### src/rtl/dc_huffman_pkg.sv
// Shared types and DC Huffman code tables for the JPEG entropy-decode path.
// Codes are right-aligned in KOD_W bits; lengths give the number of valid bits.
package dc_huffman_pkg;

    typedef enum logic [2:0] {
        BOSTA    = 3'd0,
        KOD      = 3'd1,
        BUYUKLUK = 3'd2,
        CIKIS    = 3'd3,
        HATA     = 3'd4
    } durum_t;

    localparam int KAT_SAYISI = 12;
    localparam int KOD_W      = 11;

    localparam logic [3:0] LUMA_MAX_UZ  = 4'd9;
    localparam logic [3:0] KROMA_MAX_UZ = 4'd11;

    localparam logic [KOD_W-1:0] LUMA_KOD [KAT_SAYISI] = '{
        11'd0, 11'd2, 11'd3, 11'd4, 11'd5, 11'd6,
        11'd14, 11'd30, 11'd62, 11'd126, 11'd254, 11'd510
    };
    localparam logic [3:0] LUMA_UZ [KAT_SAYISI] = '{
        4'd2, 4'd3, 4'd3, 4'd3, 4'd3, 4'd3,
        4'd4, 4'd5, 4'd6, 4'd7, 4'd8, 4'd9
    };

    localparam logic [KOD_W-1:0] KROMA_KOD [KAT_SAYISI] = '{
        11'd0, 11'd1, 11'd2, 11'd6, 11'd14, 11'd30,
        11'd62, 11'd126, 11'd254, 11'd510, 11'd1022, 11'd2046
    };
    localparam logic [3:0] KROMA_UZ [KAT_SAYISI] = '{
        4'd2, 4'd2, 4'd2, 4'd3, 4'd4, 4'd5,
        4'd6, 4'd7, 4'd8, 4'd9, 4'd10, 4'd11
    };

endpackage

### src/rtl/dc_buyukluk_genislet.sv
// Converts a JPEG category and its magnitude bits into a signed difference.
// A leading 0 in the magnitude marks a negative value (one's-complement style).
module dc_buyukluk_genislet #(
    parameter int MAX_KAT = 11,
    parameter int CIKIS_W = 12
) (
    input  logic [3:0]                 kategori,
    input  logic [MAX_KAT-1:0]         buyukluk,
    output logic signed [CIKIS_W-1:0]  fark
);

    logic [CIKIS_W-1:0] maske;
    logic [CIKIS_W-1:0] deger;
    logic [CIKIS_W-1:0] ust;

    always_comb begin
        maske = (CIKIS_W'(1) << kategori) - CIKIS_W'(1);
        deger = CIKIS_W'(buyukluk) & maske;
        ust   = maske & ~(maske >> 1);
        if (kategori == 4'd0) begin
            fark = '0;
        end else if ((deger & ust) != '0) begin
            fark = deger;
        end else begin
            fark = deger - maske;
        end
    end

endmodule

### src/rtl/dc_huffman_cozucu.sv
// Serial JPEG DC decoder: category code match, magnitude collection,
// difference reconstruction and DC predictor accumulation.
//
// state    | meaning
// BOSTA    | idle, waiting for the first code bit (latches table select)
// KOD      | shifting code bits, matching against the selected table
// BUYUKLUK | collecting category magnitude bits
// CIKIS    | {category, difference, DC} valid, waiting for downstream
// HATA     | invalid code seen, sticky until clear or reset
module dc_huffman_cozucu
    import dc_huffman_pkg::*;
#(
    parameter int MAX_KAT = 11,
    parameter int CIKIS_W = 12
) (
    input  logic                       clk_i,
    input  logic                       rst_i,
    input  logic                       temizle_i,
    input  logic                       tablo_sec_i,
    input  logic                       bit_gecerli_i,
    input  logic                       bit_i,
    output logic                       bit_hazir_o,
    output logic [3:0]                 kategori_o,
    output logic signed [CIKIS_W-1:0]  fark_o,
    output logic signed [CIKIS_W-1:0]  dc_o,
    output logic                       cikis_gecerli_o,
    input  logic                       cikis_hazir_i,
    output logic                       hata_o
);

    durum_t              durum_q, durum_d;
    logic                tablo_q;
    logic [KOD_W-1:0]    kod_q;
    logic [3:0]          uz_q;
    logic [3:0]          kat_q;
    logic [3:0]          sayac_q;
    logic [MAX_KAT-1:0]  mag_q;
    logic [CIKIS_W-1:0]  fark_q, dc_q, pred_q;

    logic                kabul;
    logic [KOD_W-1:0]    yeni_kod;
    logic [3:0]          yeni_uz;
    logic [MAX_KAT-1:0]  yeni_mag;
    logic [3:0]          tablo_max;
    logic                eslesme;
    logic [3:0]          eslesen_kat;
    logic                kat_gecerli;
    logic signed [CIKIS_W-1:0] fark_yeni;

    assign bit_hazir_o     = rst_i && (durum_q == BOSTA || durum_q == KOD || durum_q == BUYUKLUK);
    assign kabul           = bit_gecerli_i && bit_hazir_o;
    assign yeni_kod        = {kod_q[KOD_W-2:0], bit_i};
    assign yeni_uz         = uz_q + 4'd1;
    assign yeni_mag        = {mag_q[MAX_KAT-2:0], bit_i};
    assign tablo_max       = tablo_q ? KROMA_MAX_UZ : LUMA_MAX_UZ;
    assign kat_gecerli     = int'(eslesen_kat) <= MAX_KAT;

    assign kategori_o      = kat_q;
    assign fark_o          = fark_q;
    assign dc_o            = dc_q;
    assign cikis_gecerli_o = (durum_q == CIKIS);
    assign hata_o          = (durum_q == HATA);

    // Match on the register plus the bit arriving this cycle; the tables are prefix-free.
    always_comb begin
        eslesme     = 1'b0;
        eslesen_kat = '0;
        for (int k = 0; k < KAT_SAYISI; k++) begin
            if (!tablo_q) begin
                if (LUMA_UZ[k] == yeni_uz && LUMA_KOD[k] == yeni_kod) begin
                    eslesme     = 1'b1;
                    eslesen_kat = 4'(k);
                end
            end else begin
                if (KROMA_UZ[k] == yeni_uz && KROMA_KOD[k] == yeni_kod) begin
                    eslesme     = 1'b1;
                    eslesen_kat = 4'(k);
                end
            end
        end
    end

    dc_buyukluk_genislet #(
        .MAX_KAT (MAX_KAT),
        .CIKIS_W (CIKIS_W)
    ) u_genislet (
        .kategori (kat_q),
        .buyukluk (yeni_mag),
        .fark     (fark_yeni)
    );

    always_comb begin
        durum_d = durum_q;
        case (durum_q)
            BOSTA:    if (kabul) durum_d = KOD;
            KOD: begin
                if (kabul) begin
                    if (eslesme) begin
                        if (eslesen_kat == 4'd0)  durum_d = CIKIS;
                        else if (!kat_gecerli)    durum_d = HATA;
                        else                      durum_d = BUYUKLUK;
                    end else if (yeni_uz >= tablo_max) begin
                        durum_d = HATA;
                    end
                end
            end
            BUYUKLUK: if (kabul && sayac_q == 4'd1) durum_d = CIKIS;
            CIKIS:    if (cikis_hazir_i) durum_d = BOSTA;
            HATA:     durum_d = HATA;
            default:  durum_d = BOSTA;
        endcase
        if (temizle_i) durum_d = BOSTA;
    end

    always_ff @(posedge clk_i or negedge rst_i) begin
        if (!rst_i) durum_q <= BOSTA;
        else        durum_q <= durum_d;
    end

    always_ff @(posedge clk_i or negedge rst_i) begin
        if (!rst_i) begin
            tablo_q <= 1'b0;
            kod_q   <= '0;
            uz_q    <= '0;
            kat_q   <= '0;
            sayac_q <= '0;
            mag_q   <= '0;
            fark_q  <= '0;
            dc_q    <= '0;
            pred_q  <= '0;
        end else if (temizle_i) begin
            kod_q   <= '0;
            uz_q    <= '0;
            kat_q   <= '0;
            sayac_q <= '0;
            mag_q   <= '0;
            fark_q  <= '0;
            dc_q    <= '0;
            pred_q  <= '0;
        end else begin
            case (durum_q)
                BOSTA: begin
                    if (kabul) begin
                        tablo_q <= tablo_sec_i;
                        kod_q   <= {{(KOD_W-1){1'b0}}, bit_i};
                        uz_q    <= 4'd1;
                        mag_q   <= '0;
                    end
                end
                KOD: begin
                    if (kabul) begin
                        kod_q <= yeni_kod;
                        uz_q  <= yeni_uz;
                        if (eslesme && kat_gecerli) begin
                            kat_q   <= eslesen_kat;
                            sayac_q <= eslesen_kat;
                            if (eslesen_kat == 4'd0) begin
                                fark_q <= '0;
                                dc_q   <= pred_q;
                            end
                        end
                    end
                end
                BUYUKLUK: begin
                    if (kabul) begin
                        mag_q   <= yeni_mag;
                        sayac_q <= sayac_q - 4'd1;
                        if (sayac_q == 4'd1) begin
                            fark_q <= fark_yeni;
                            dc_q   <= pred_q + fark_yeni;
                        end
                    end
                end
                CIKIS: if (cikis_hazir_i) pred_q <= dc_q;
                default: ;
            endcase
        end
    end

endmodule

### config.mk
export PLATFORM = sky130hd
export DESIGN_NAME = dc_huffman_cozucu
export DESIGN_NICKNAME = d
export VERILOG_FILES = /design/src/rtl/dc_huffman_pkg.sv /design/src/rtl/dc_buyukluk_genislet.sv /design/src/rtl/dc_huffman_cozucu.sv
export SDC_FILE = /design/constraint.sdc
export NUM_CORES = 1
export LEC_CHECK = 0
export CAP_MARGIN = 20
export CELL_PAD_IN_SITES_DETAIL_PLACEMENT = 1
export CELL_PAD_IN_SITES_GLOBAL_PLACEMENT = 1
export CORE_MARGIN = 3
export CORE_UTILIZATION = 35
export CTS_BUF_LIST = sky130_fd_sc_hd__clkbuf_4
export DETAILED_ROUTE_END_ITERATION = 8
export PLACE_DENSITY = 0.69
export SLEW_MARGIN = 20
export SYNTH_ARGS = -nofsm -noshare
export SYNTH_HDL_FRONTEND = slang
export SYNTH_SLANG_ARGS = --single-unit
### constraint.sdc
create_clock -name clk_i -period 6.81 [get_ports clk_i]
set_input_delay 0.681 -clock clk_i [delete_from_list [all_inputs] [get_ports clk_i]]
set_output_delay 0.681 -clock clk_i [all_outputs]
set_load 0.01 [all_outputs]
==> results of run 1 <==
## flip-flops by register name, indices dropped and copies added, names as in the netlist
name / cells
dc_o: 12
durum_q: 3
fark_o: 12
kategori_o: 4
kod_q: 10
mag_q: 10
pred_q: 12
sayac_q: 4
tablo_q: 1
uz_q: 4
## path summary, 6_finish.rpt
kind	from	end	slack (ns)	depth (start not counted)
min in group clk_i	fark_o[11]	fark_o[11]	0.50	2
worst max register to register	kategori_o[0]	dc_o[11]	0.78	21
worst max-delay path	kategori_o[0]	dc_o[11]	0.78	21
worst min register to register	fark_o[11]	fark_o[11]	0.50	2
max in group asynchronous	rst_i	mag_q[8]	5.68	2
worst min-delay path	rst_i	dc_o[2]	0.08	1
## worst register-to-register path: stages, from the launching register on
cell,delay [ns]
dfrtp_1,0.79
inv_2,0.13
nand2_2,0.14
nor3_2,0.06
inv_2,0.13
ha_2,0.47
xnor2_1,0.15
a41o_1,0.28
a32o_1,0.22
or4b_4,0.61
nor2_4,0.28
nand2_1,0.09
a21oi_1,0.31
ha_1,0.33
a211oi_1,0.22
nor2_1,0.12
o41a_1,0.35
a41o_1,0.26
o41ai_1,0.52
nand2_1,0.15
o211ai_2,0.18
o311ai_2,0.11
## kinds of logic after synthesis
kind of cell    Yosys count  share of synthesized area, %
xor+xnor                 23                         3.618
flops                    72                         32.36
fa+ha+maj                22                         5.079
mux                      17                         3.191
compound gates          190                         23.89
simple gates            268                         26.70
buf+inv                  66                         5.168
## cell type report
class,count,area share [%]
Sequential cell,72,28.90
Multi-Input combinational cell,520,55.83
Clock inverter,5,2.067
Tap cell,211,4.234
Inverter,15,0.9031
Timing Repair Buffer,44,6.743
Clock buffer,11,1.325
## stage by stage
stage	cell area, um2	hold slack [ns]	total power [mW]	utilization [%]
after floorplan	5568	0.3854	0.7108	-
after global placement	6021	0.4672	0.7965	39.17
after detailed placement	6021	0.4744	0.8072	39.17
after CTS	6232	0.06100	1.215	40.55
after global routing	6235	0.06912	1.276	40.56
final	6235	0.08140	1.207	40.56
## power by group
part	switching, mW	internal, mW
clock network	0.176	0.232
logic	0.198	0.105
registers	0.0542	0.443
## metal layers
metal	part of all wire, %	routed length (um)	GRT usage (%)	vias to the layer above
li1	-	-	-	2428
met2	48	8150	32.58	88
met5	0	0	0	-
met1	48	8107	26.86	2571
met3	3.0	514	2.977	24
met4	1.7	294	5.543	0
## cells in the final DEF, fill, tap and decap left out, types with 5 or more instances in the layout
master / instances
o21ai_0: 28
nand3b_1: 5
nor2_1: 52
or3_1: 8
o21ai_1: 5
nor3_2: 7
inv_1: 12
ha_1: 20
xnor2_1: 17
dfrtp_1: 72
nand3_1: 14
mux2i_1: 14
a211oi_1: 6
and2_1: 7
nor4b_1: 7
nor4_1: 5
a21oi_1: 48
nor2b_1: 15
buf_4: 8
clkbuf_4: 11
xor2_1: 6
clkdlybuf4s50_1: 36
nor3_1: 22
o22ai_1: 6
nand2b_1: 7
o31ai_1: 10
a22o_1: 28
nor3b_1: 7
a31oi_1: 6
nand2_1: 75
==> summary.md, run 1 <==
| Metric | Value |
|---|---|
| Post-synthesis sequential area ratio | 32.36% |
| Final WS setup | 0.7776 ns |
| Fillers | 1819 |
| Cells after Synth | 658 |
| Top-count cell post-synth | nand2_1 |
| Hold-fix buffers at CTS | 0 |
| Pwr/cell area | 193.6 nW/um2 |
| FP Rows | 45 |
| Worst-Skew Late Latency | 0.48 ns |
| Worst-path cell chain | inv_2 -> nand2_2 -> nor3_2 -> inv_2 -> ha_2 -> xnor2_1 -> a41o_1 -> a32o_1 -> or4b_4 -> nor2_4 -> nand2_1 -> a21oi_1 -> ha_1 -> a211oi_1 -> nor2_1 -> o41a_1 -> a41o_1 -> o41ai_1 -> nand2_1 -> o211ai_2 -> o311ai_2 |
| Drt pass-1 iters | 4 |
| Static leakage | 2.508 nW |
| Cells after DPL | 862 |
| Crit. End Element | flip-flop |
| Post CTS Setup Buffer Count | 0 |
| Initial antenna violation count | 0 |
| Worst Tran Pin Value | 0.9090 ns |
| Status | completed |
| Core ar. | 15370 um2 |
| Count of cells resized by post-cts repair | 0 |
| CTS clk-pin slew, worst paths | 0.13 ns |
| GRT Total Usage | 19.70% |
| Post-synthesis async set-or-reset flop share | 100.0% |
| Vias in the first global route | 5199 |
| Root buf cell | clkbuf_4 |
| Post-synth design cell area | 5568 um2 |
| Area growth, synth to finish | 11.98% |
| Max-slew headroom | 39.18% |
| Synth warn | 0 |
| Num CTS Buffers | 9 |
| Placer Congestion | 0.8421 |
| Total congestion overflow | 0 |
| Fin Clk Skew | 0.01457 ns |
| H-tree Lvls | 3 |
| Port Buf Inserts | 37 |
| Slowest stage delay, CP | 0.79 ns |
| Largest net degree at the start of global routing | 54 |
| Via density per instance | 5.821 |
| Die ar. | 17460 um2 |
| Most frequent cells after synthesis | nand2_1, dfrtp_1, nor2_1, a21oi_1, clkbuf_1 |
| CP Data Required Time | 7.16 ns |
| First-pass GRT wire length | 28240 um |
| Net count, final | 691 |
| Crit path DAT | 6.38 ns |
| Final Cycle Share | 88.58% |
| Ant diodes | 0 |
| Top FF cell, synth | dfrtp_1 |
| Synthesis-stage register bit count | 72 |
| Iteration-0 DRC count of the detailed router | 404 |
| Final setup violation count | 0 |
| CTS max path bufs | 2 |
| Critical path class | flip-flop to flip-flop |
| Setup tns final | 0 ns |
| CP max stage cell | dfrtp_1 |
| Max Clk Rate | 165.8 MHz |
| VDD IR max | 0.0001745 V |
| Buf+Inv Stages, Crit Path | 2 |
| Post-synthesis cell type count | 86 |
| Setup WS pre-CTS | 0.6092 ns |
| Mapped Nets | 687 |
| Top Family by Delay on Critical Path | compound AO/OA/AOI/OAI gates |
| # DRC | 0 |
| EDFF count, synth | 0 |
| Final non-filler cell total | 878 |
| Fin. max-slew vios | 0 |
| Share of cells above drive strength 1 | 8.696% |
| Chip width | 132.1 um |
| Via count | 5111 |
| Critical Path Source Type | flip-flop |
| RSZ-0062 raised after global routing | false |
| Die Y | 132.1 um |
| Routed wire per std cell | 19.44 um |
| Max-cap check violation count | 0 |
| Worst min-delay path category | input pin to async pin |
| Top cells by area, synth | dfrtp_1, nand2_1, ha_1, a22o_1, a21oi_1 |
| Period minus WS final | 6.032 ns |
| Crit path max fanout | 24 |
| CTS tree | done |
| # IOs | 38 |
| Area of the multi-input gates | 3481 um2 |
| Starting Density | 36.22% |
| DP HPWL | 12330 um |
| Register area | 1802 um2 |
| Yosys top cell area share | 32.36% |
| Yosys top cell by area | dfrtp_1 |
| Mean Syn Cell Area | 8.462 um2 |
| # clock sinks | 72 |
| Antenna Nets Post-Route | 0 |
| Routed Wire Length | 17070 um |
| Final hold vios | 0 |
No activity file was read; power rests on OpenSTA's default activity.
==> run 2, diff against run 1 <==
--- a/config.mk
+++ b/config.mk
@@ -11,6 +11,7 @@
 export CORE_MARGIN = 3
 export CORE_UTILIZATION = 35
 export CTS_BUF_LIST = sky130_fd_sc_hd__clkbuf_4
+export CTS_CLUSTER_SIZE = 40
 export DETAILED_ROUTE_END_ITERATION = 8
 export PLACE_DENSITY = 0.69
 export SLEW_MARGIN = 20
==> results of run 2 <==
The final DEF is identical to that of run 1; final timing and power are the same.
